**src/rtl/fetch_pkg.sv**
```systemverilog
// Shared types and constants for the instruction-fetch/realign stage.
package fetch_pkg;

    localparam int unsigned XLEN    = 32;
    localparam int unsigned WADDR_W = 30;
    localparam int unsigned HALF_W  = 16;

    localparam logic [XLEN-1:0] RESET_PC = 32'h0000_0000;
    localparam logic [XLEN-1:0] NOP      = 32'h0000_0013;

    typedef enum logic [1:0] {
        RESET,
        RUN,
        REFILL
    } fetch_state_e;

    // Upper halfword of a fetched word, parked until the PC reaches it
    typedef struct packed {
        logic               valid;
        logic [HALF_W-1:0]  half;
        logic [WADDR_W-1:0] tag;
    } half_buf_t;

    // RVC encodings never have both low opcode bits set
    function automatic logic is_compressed(input logic [HALF_W-1:0] h);
        return h[1:0] != 2'b11;
    endfunction

endpackage

```
**src/rtl/fetch_align.sv**
```systemverilog
// Combinational realigner: picks the instruction at the PC from the carry
// buffer and/or the fetched word, and computes the next buffer contents.
module fetch_align
    import fetch_pkg::*;
(
    input  logic [WADDR_W-1:0] word_pc,
    input  logic               odd_half,
    input  half_buf_t          hbuf_q,
    input  logic [XLEN-1:0]    word,
    output logic               ren,
    output logic [WADDR_W-1:0] addr,
    output logic               avail,
    output logic [XLEN-1:0]    instr,
    output logic               is_long,
    output half_buf_t          hbuf_nxt
);

    logic hit;

    assign hit = hbuf_q.valid && (hbuf_q.tag == word_pc);

    // Select instruction source and next buffer from PC alignment and buffer match
    always_comb begin
        ren      = 1'b1;
        addr     = word_pc;
        avail    = 1'b1;
        instr    = word;
        is_long  = 1'b1;
        hbuf_nxt = {1'b1, word[31:16], word_pc};
        if (!odd_half) begin
            if (is_compressed(word[15:0])) begin
                instr   = {16'h0000, word[15:0]};
                is_long = 1'b0;
            end else begin
                hbuf_nxt.valid = 1'b0;
            end
        end else if (hit) begin
            if (is_compressed(hbuf_q.half)) begin
                ren            = 1'b0;
                instr          = {16'h0000, hbuf_q.half};
                is_long        = 1'b0;
                hbuf_nxt.valid = 1'b0;
            end else begin
                addr         = word_pc + WADDR_W'(1);
                instr        = {word[15:0], hbuf_q.half};
                hbuf_nxt.tag = word_pc + WADDR_W'(1);
            end
        end else begin
            // Upper half of the current word is not buffered: refill it first
            avail = 1'b0;
        end
    end

endmodule

```
**src/rtl/if_fetch_align.sv**
```systemverilog
// Instruction fetch for RV32IC: PC register, I-cache requests, halfword
// realignment and branch-prediction / redirect steering.
module if_fetch_align
    import fetch_pkg::*;
(
    input  logic               clk,
    input  logic               rst,
    input  logic               Stall_i,
    input  logic               redirect_i,
    input  logic [XLEN-1:0]    redirect_pc_i,
    output logic [XLEN-1:0]    bp_pc_o,
    input  logic               bp_taken_i,
    input  logic [XLEN-1:0]    bp_target_i,
    output logic               ICACHE_ren_o,
    output logic [WADDR_W-1:0] ICACHE_addr_o,
    input  logic [XLEN-1:0]    ICACHE_rdata_i,
    input  logic               ICACHE_stall_i,
    output logic               valid_o,
    output logic [XLEN-1:0]    instr_o,
    output logic [XLEN-1:0]    pc_o,
    output logic [XLEN-1:0]    pc_plus_o,
    output logic               BP_hit_o
);

    fetch_state_e       state_q;
    logic [XLEN-1:0]    pc_q;
    half_buf_t          hbuf_q;

    logic               al_ren;
    logic [WADDR_W-1:0] al_addr;
    logic               al_avail;
    logic [XLEN-1:0]    al_instr;
    logic               al_long;
    half_buf_t          al_hbuf_nxt;

    fetch_align u_align (
        .word_pc  (pc_q[31:2]),
        .odd_half (pc_q[1]),
        .hbuf_q   (hbuf_q),
        .word     (ICACHE_rdata_i),
        .ren      (al_ren),
        .addr     (al_addr),
        .avail    (al_avail),
        .instr    (al_instr),
        .is_long  (al_long),
        .hbuf_nxt (al_hbuf_nxt)
    );

    // Cache request and IF/ID-facing outputs, combinational from state and cache data
    always_comb begin
        valid_o       = 1'b0;
        instr_o       = NOP;
        pc_o          = pc_q;
        pc_plus_o     = pc_q;
        BP_hit_o      = 1'b0;
        bp_pc_o       = pc_q;
        ICACHE_ren_o  = 1'b0;
        ICACHE_addr_o = '0;
        if (rst) begin
            pc_o      = RESET_PC;
            pc_plus_o = RESET_PC;
            bp_pc_o   = RESET_PC;
        end else begin
            case (state_q)
                RUN: begin
                    ICACHE_ren_o  = al_ren;
                    ICACHE_addr_o = al_addr;
                    valid_o       = al_avail && !redirect_i && !ICACHE_stall_i;
                end
                REFILL: begin
                    ICACHE_ren_o  = 1'b1;
                    ICACHE_addr_o = pc_q[31:2];
                end
                default: ;
            endcase
            if (valid_o) begin
                instr_o   = al_instr;
                pc_plus_o = pc_q + (al_long ? XLEN'(4) : XLEN'(2));
                BP_hit_o  = bp_taken_i;
            end
        end
    end

    // FSM, PC and carry buffer; redirect beats cache stall beats pipeline stall
    always_ff @(posedge clk) begin
        if (rst) begin
            state_q      <= RESET;
            pc_q         <= RESET_PC;
            hbuf_q.valid <= 1'b0;
        end else if (redirect_i) begin
            state_q      <= RUN;
            pc_q         <= redirect_pc_i & 32'hFFFF_FFFE;
            hbuf_q.valid <= 1'b0;
        end else if (!ICACHE_stall_i && !Stall_i) begin
            case (state_q)
                RESET: state_q <= RUN;
                RUN: begin
                    if (valid_o) begin
                        hbuf_q <= al_hbuf_nxt;
                        if (bp_taken_i) begin
                            pc_q         <= bp_target_i & 32'hFFFF_FFFE;
                            hbuf_q.valid <= 1'b0;
                        end else begin
                            pc_q <= pc_plus_o;
                        end
                    end else begin
                        state_q <= REFILL;
                    end
                end
                REFILL: begin
                    hbuf_q  <= al_hbuf_nxt;
                    state_q <= RUN;
                end
                default: state_q <= RESET;
            endcase
        end
    end

endmodule

```
**config.mk**
```make
export PLATFORM = sky130hd
export DESIGN_NAME = if_fetch_align
export DESIGN_NICKNAME = d
export VERILOG_FILES = /design/src/rtl/fetch_pkg.sv /design/src/rtl/fetch_align.sv /design/src/rtl/if_fetch_align.sv
export SDC_FILE = /design/constraint.sdc
export NUM_CORES = 1
export LEC_CHECK = 0
export ABC_AREA = 1
export ABC_CLOCK_PERIOD_IN_PS = 7000
export CORE_MARGIN = 4
export CORE_UTILIZATION = 50
export DETAILED_ROUTE_END_ITERATION = 12
export PLACE_DENSITY = 0.87
export SYNTH_ARGS = -nofsm -noshare
export SYNTH_HDL_FRONTEND = slang
export SYNTH_SLANG_ARGS = --single-unit
```
**constraint.sdc**
```tcl
create_clock -name clk -period 7 [get_ports clk]
set_input_delay 0.7 -clock clk [delete_from_list [all_inputs] [get_ports clk]]
set_output_delay 0.7 -clock clk [all_outputs]
set_load 0.005 [all_outputs]
```
Word level (Yosys, flattened, before mapping). Cells that the tools add are included.

Register bits after elaboration: 81. Output and inout port bits: 161. Word-level logic and storage cells: 82.

$add $sub $neg: 2. Eq/ne operators: 8. Multiplexer cells: 43. Bitwise logic cells: 2. Reductions and logical operators: 20.

Operators by type and width (count): 2-to-1 mux 32 bit (14); 2-to-1 mux 30 bit (4); case mux 47 bit (2 select lines) (1); case mux 30 bit (2 select lines) (1); 2-to-1 mux 47 bit (1); adder 32 x 3 -> 32 bit (1); adder 30 x 1 -> 30 bit (second input constant) (1); == test 30 bit (1); 2-to-1 mux 1 bit (18); AND reduction 3 bit (3); inequality test 2 bit (second input constant) (4); nonzero test 2 bit (4); AND reduction 5 bit (1); logical AND 1 bit (4); case mux 2 bit (2 select lines) (1); AND reduction 2 bit (2); OR reduction 2 bit (2); zero test 1 bit (3); 2-to-1 mux 3 bit (1); inequality test 3 bit (second input constant) (1); == test 2 x 1 -> 1 bit (second input constant) (1); == test 2 bit (second input constant) (1); zero test 2 bit (1); 2-to-1 mux 2 bit (1); other kinds (2) (3).

Longest topological paths before layout.
Word-level depth: 15. Gate-level depth with buffers: 27. Depth with buffers taken out: 26.

Modules after synthesis. From an unflattened synthesis, not the netlist that was laid out.

Cells, all modules: 1359. Area, all modules: 8305.5 µm².

By module, submodules not included: if_fetch_align (times used 1, cells each 817, area each 5681.7 µm²); fetch_align (times used 1, cells each 542, area each 2623.8 µm²).

Least setup slack after synthesis. No wires, ideal clock.

Path kind: input to register. From: input port redirect_i. To: register hbuf_q[0] (netlist name). Arrival time: 3.733 ns. Required time: 6.549 ns. Setup slack: 2.817 ns. Stages on the path: 10. Buffers on the path: 1. Cell sequence: clkbuf_1 > nor3_1 > inv_1 > nor2_8 > nand2_4 > nor2_8 > inv_2 > nand2_1 > inv_1 > nor2_1.

Longest elaborated chain between the ends: 8. Elaborated cells on any way between the ends: 9. Those cells by class: eq/ne (1); mux (3); bitwise (1); reduce/logical (4).

RTL lines: from (decl) (RTL line if_fetch_align.sv:9) `input logic redirect_i,`; zero test 1 bit (RTL line if_fetch_align.sv:68) `valid_o = al_avail && !redirect_i && !ICACHE_stall_i;`; logical AND 1 bit (2 in series) (RTL line if_fetch_align.sv:68); 2-to-1 mux 1 bit (RTL line if_fetch_align.sv:64) `case (state_q)`; 2-to-1 mux 1 bit (2 in series) (RTL line if_fetch_align.sv:59) `if (rst) begin`; inequality test 2 bit (no line); AND reduction 5 bit (no line) *.

Every way passes the cells marked *; elsewhere a longest branch is shown, timed or not. The select of a mux whose other input is x is not followed. A chain may end at the register's enable or synchronous reset.

Worst setup path after layout.
From: register pc_q[17]. To: output port pc_plus_o[25].

Longest elaborated chain between the ends: 10. Elaborated cells on any way between the ends: 14. Those cells by class: add/sub (1); eq/ne (1); mux (9); reduce/logical (3).

RTL lines: from (decl) (RTL line if_fetch_align.sv:26) `logic [XLEN-1:0] pc_q;`; from (signal assigned) (RTL line if_fetch_align.sv:92) `pc_q <= redirect_pc_i & 32'hFFFF_FFFE;`; from (signal assigned) (RTL line if_fetch_align.sv:101) `pc_q <= bp_target_i & 32'hFFFF_FFFE;`; from (signal assigned) (RTL line if_fetch_align.sv:104) `pc_q <= pc_plus_o;`; parallel branches: the longest is 8 deep, another holds adder 32 x 3 -> 32 bit; 2-to-1 mux 32 bit * (RTL line if_fetch_align.sv:76) `if (valid_o) begin`; 2-to-1 mux 32 bit * (RTL line if_fetch_align.sv:59); to (decl) (RTL line if_fetch_align.sv:21) `output logic [XLEN-1:0] pc_plus_o,`.

Mark *: on every way between the ends. The select of a mux whose other input is x is not followed.

==> metrics.txt <==
# TYPE chip_impl_metric gauge
chip_impl_metric{name="ff_latch_area",unit="mm2"} 0.00208
chip_impl_metric{name="wl_per_cell",unit="um"} 20.0
chip_impl_metric{name="cts_num_sinks",unit=""} 81
chip_impl_metric{name="cts_resized",unit=""} 0
chip_impl_metric{name="p_int",unit="mW"} 0.920
chip_impl_metric{name="layout.filler_cells",unit=""} 1290
chip_impl_metric{name="fin_worst_hold_slack",unit="ps"} 464
chip_impl_info{name="clk_root_buffer_cell",value="clkbuf_16"} 1
chip_impl_metric{name="netSwitchingPower",unit="mW"} 0.403
chip_impl_metric{name="slew_viol_final",unit=""} 0
chip_impl_metric{name="final_cell_count_no_fill",unit=""} 1597
chip_impl_metric{name="power",unit="mW"} 1.32
chip_impl_metric{name="worst_ep_arrival_time",unit="ps"} 5400
chip_impl_metric{name="num_vias",unit=""} 9305
chip_impl_metric{name="ys.warnings.count",unit=""} 0
chip_impl_metric{name="timing.slew.headroom",unit="%"} 16.7
chip_impl_metric{name="cellPowerDensity",unit="mW/mm2"} 130
chip_impl_metric{name="rrSetupSlack",unit="ps"} 2130
chip_impl_metric{name="final_core_utilization",unit="%"} 69.6
chip_impl_metric{name="tritoncts.num_buffers",unit=""} 9
chip_impl_metric{name="finalWeightedCongestion",unit=""} 1.04
chip_impl_metric{name="detail_route.first_pass.iterations",unit=""} 8
chip_impl_metric{name="max_clock_freq",unit="MHz"} 164
chip_impl_metric{name="grt_start_max_net_pins",unit=""} 53
chip_impl_info{name="yosys_most_used_dff",value="edfxtp_1"} 1
chip_impl_info{name="worstSetupStartpointType",value="flop"} 1
chip_impl_metric{name="layout-drive-gt1-share",unit="%"} 5.24
chip_impl_metric{name="maxCapViolCount",unit=""} 0
chip_impl_metric{name="tightest_slew",unit="ps"} 1250
chip_impl_metric{name="die_area",unit="mm2"} 0.0171
chip_impl_metric{name="routed_via_density",unit=""} 5.83
chip_impl_metric{name="layout-area-overhead-vs-synth",unit="%"} 35.0
chip_impl_metric{name="placed_cells_incl_taps",unit=""} 1581
chip_impl_metric{name="detail_route.wirelength",unit="um"} 32000
chip_impl_metric{name="syn_inst",unit=""} 1225
chip_impl_metric{name="floorplan.initialDensity",unit="%"} 51.5
chip_impl_metric{name="detailedRoute.firstIterationViolations",unit=""} 1199
chip_impl_metric{name="grt_remaining_overflow",unit=""} 0
chip_impl_metric{name="final_routed_drc_violation_total",unit=""} 0
chip_impl_metric{name="grt_pass1_wl",unit="um"} 48200
chip_impl_metric{name="post-dp-hpwl",unit="um"} 25100
chip_impl_metric{name="finalWorstPathRequiredPeriod",unit="ps"} 6100
chip_impl_metric{name="place_ws",unit="ps"} 1420
chip_impl_metric{name="reg2regPathDepth",unit=""} 24
chip_impl_metric{name="ctsHoldBuffers",unit=""} 0
chip_impl_metric{name="share_comb_of_total_power",unit="%"} 22.4
chip_impl_metric{name="synth.yosys.seq_area_share",unit="%"} 27.6
chip_impl_metric{name="cts.reportedPaths.clkPinSlew",unit="ps"} 60
chip_impl_metric{name="timing.final.ws_setup",unit="ps"} 904
chip_impl_metric{name="core.rowCount",unit=""} 44
chip_impl_info{name="worstReg2RegStart",value="pc_q[17]"} 1
chip_impl_metric{name="ioPinCount",unit=""} 263
chip_impl_metric{name="synth_area_per_cell",unit="um2"} 6.16
chip_impl_metric{name="peakVddDrop",unit="V"} 0.000127
chip_impl_metric{name="pwr-share-clk",unit="%"} 36.5
chip_impl_info{name="worst_setup_path_end_kind",value="output port"} 1
chip_impl_metric{name="total_area_of_multi_input_combinational_cells",unit="mm2"} 0.00437
chip_impl_info{name="worst_setup_path_start",value="pc_q[17]"} 1
chip_impl_metric{name="setup_viol_count_final",unit=""} 0
chip_impl_metric{name="max_fanout_on_critical_path",unit=""} 18
chip_impl_metric{name="ctsLongestPathBuffers",unit=""} 2
chip_impl_info{name="critPathKind",value="flop to output port"} 1
chip_impl_metric{name="lkg_pwr",unit="nW"} 4.17
chip_impl_metric{name="antenna-diode-count",unit=""} 0
chip_impl_metric{name="die_y",unit="um"} 131
chip_impl_metric{name="skew",unit="ps"} 12.1
chip_impl_info{name="cells_taking_the_most_area_after_synthesis",value="edfxtp_1, nand2_1, dfxtp_1"} 1
chip_impl_info{name="timing.hold.worst.class",value="flop to flop"} 1
chip_impl_info{name="status",value="finished, final reports clean"} 1
chip_impl_metric{name="place_area",unit="mm2"} 0.00990
chip_impl_metric{name="synth_enable_flop_cells",unit=""} 46
chip_impl_metric{name="antenna_violations_before_repair",unit=""} 0
chip_impl_info{name="worst_hold_startpoint",value="pc_q[0]"} 1
chip_impl_metric{name="synth_fp_nets",unit=""} 1334
chip_impl_metric{name="synthDistinctLibCells",unit=""} 40
chip_impl_metric{name="power.switching_fraction",unit="%"} 30.5
chip_impl_metric{name="worstSkewPairLatency",unit="ps"} 360
chip_impl_metric{name="number_of_global_route_vias_before_repair",unit=""} 8607
chip_impl_info{name="unrepaired_setup_endpoints_after_global_routing",value="no"} 1
chip_impl_metric{name="worst-endpoint-required",unit="ps"} 6300
chip_impl_metric{name="fin_setup_tns",unit="ps"} 0
chip_impl_info{name="r2r_end",value="pc_q[25]"} 1
chip_impl_metric{name="whs_path_depth",unit=""} 2
chip_impl_metric{name="ys_ff_latch",unit=""} 81
chip_impl_metric{name="grtUsageTotal",unit="%"} 36.9
chip_impl_metric{name="die_x",unit="um"} 131
chip_impl_metric{name="placement.io_buffers",unit=""} 260
chip_impl_info{name="timing.hold.worst_endpoint",value="pc_q[0]"} 1
chip_impl_metric{name="design.core.area",unit="mm2"} 0.0146
chip_impl_metric{name="final_design_area_no_fill",unit="mm2"} 0.0102
chip_impl_metric{name="number_of_nets_with_antenna_violations_after_detailed_routing",unit=""} 0
chip_impl_info{name="tritoncts_clock_tree",value="built"} 1
chip_impl_metric{name="final_nets",unit=""} 1517
chip_impl_metric{name="setup_buffers_after_cts",unit=""} 0
chip_impl_metric{name="power.share.sequential",unit="%"} 41.1
chip_impl_info{name="synth.largest_area_cell",value="edfxtp_1"} 1
chip_impl_metric{name="hold_violation_total_from_the_final_report",unit=""} 0
chip_impl_metric{name="fraction_of_synthesis_flops_using_an_asynchronous_set_or_reset_pin",unit="%"} 0
chip_impl_metric{name="htree_levels",unit=""} 3
chip_impl_metric{name="finalCritPeriodShare",unit="%"} 87.1
chip_impl_metric{name="syn_area",unit="mm2"} 0.00755
chip_impl_metric{name="yosys.area.top_type_share",unit="%"} 18.3
[Yosys cell counts (3+ instances only)]
master,instances
nand2_1,356
nor2_1,175
inv_1,123
nand3_1,69
a21oi_1,61
edfxtp_1,46
buf_4,42
clkbuf_1,42
xor2_1,37
o21ai_0,36
dfxtp_1,35
inv_2,24
nand4_1,21
nor3_1,20
a211oi_1,17
a221oi_1,15
a31oi_1,14
a22oi_1,12
o21ai_1,11
nor2_2,8
o211ai_1,8
buf_2,7
nor4_1,7
ha_1,6
nand2_2,5
buf_1,3
clkinv_1,3
nand2_4,3
nor2_4,3
[state kept, by name, summed over array words and instances, names as in the netlist]
register	count
pc_q	32
state_q	2
hbuf_q	47
[worst max-delay path, stage by stage, from the launching register on]
cell             delay, ps
dfxtp_1                590
inv_2                  180
nand2_1                190
nand2_1                 70
nor2_1                  90
nand2_1                 60
nor2_1                 110
nand2_1                 80
nor2_2                 270
nand2_2                350
inv_1                  530
nand2_1                240
fa_1                   510
nor2_1                 130
inv_1                   70
nor2_1                 140
inv_1                  110
nor4_1                 270
xor2_1                 180
nand2_1                 60
o21ai_0                 90
nand2_1                130
inv_1                   90
clkdlybuf4s50_1        500
[cell type report]
type	instances	area share, %
multi-input combinational	898	42.9
sequential	81	20.4
clock inverter	4	0.221
timing repair buffer	268	26.1
inverter	150	5.52
tap	184	2.26
clock buffer	12	2.63
[kinds of logic (layout without fill, tap and decap cells)]
group | count (synthesis) | count (layout) | synth area share, %
AO/OA/AOI/OAI | 177 | 177 | 14.1
XOR/XNOR | 39 | 39 | 4.53
adder cells (fa/ha/maj) | 7 | 7 | 1.26
buffers and inverters | 246 | 434 | 14.6
flip-flops | 81 | 81 | 27.6
AND/OR/NAND/NOR | 675 | 675 | 37.9
[routing by layer]
layer	track usage, %	vias to the layer above	share of wire (%)
li1	-	4297	-
met5	0	-	0
met3	8.01	64	13
met4	10.8	0	2.4
met1	52.0	4268	41
met2	57.0	676	44
[cells in the final DEF, fill, tap and decap left out, types with 2 or more instances in the layout]
| master | instances |
|---|---|
| a31oi_1 | 14 |
| xor2_1 | 37 |
| inv_2 | 24 |
| o211ai_1 | 8 |
| nor2_2 | 8 |
| nor2_4 | 4 |
| ha_1 | 6 |
| o21ai_0 | 36 |
| clkinv_1 | 3 |
| clkinv_2 | 2 |
| a221oi_1 | 15 |
| clkbuf_16 | 10 |
| nand3_2 | 2 |
| clkdlybuf4s50_1 | 259 |
| nor2_8 | 2 |
| nand2_2 | 5 |
| inv_1 | 123 |
| nand2_4 | 3 |
| a22oi_1 | 12 |
| a21o_1 | 2 |
| nor3_1 | 20 |
| buf_4 | 8 |
| nor4_1 | 7 |
| a21oi_1 | 61 |
| inv_4 | 2 |
| nand2_1 | 356 |
| nor2_1 | 174 |
| dfxtp_1 | 35 |
| edfxtp_1 | 46 |
| nand4_1 | 21 |
| xnor2_1 | 2 |
| nand3_1 | 69 |
| o21ai_1 | 11 |
| a211oi_1 | 17 |
[worst max path at each step]
stage | endpoint | slack (ps) | depth (start not counted)
2_1_floorplan | hbuf_q[0] | 2820 | 10
3_3_place_gp | pc_plus_o[28] | 1470 | 25
3_5_place_dp | pc_plus_o[16] | 1420 | 25
4_1_cts | pc_plus_o[16] | 1030 | 25
5_1_grt | pc_plus_o[28] | 450 | 25
6_report | pc_plus_o[25] | 900 | 23
[power by group through the flow]
stage,logic (mW),registers [mW],clock network (mW)
after floorplan,0.155,0.534,0
after global placement,0.285,0.551,0
after detailed placement,0.289,0.551,0
after CTS,0.291,0.541,0.479
after global routing,0.319,0.543,0.496
final,0.296,0.543,0.483
No activity file was read; power rests on OpenSTA's default activity.
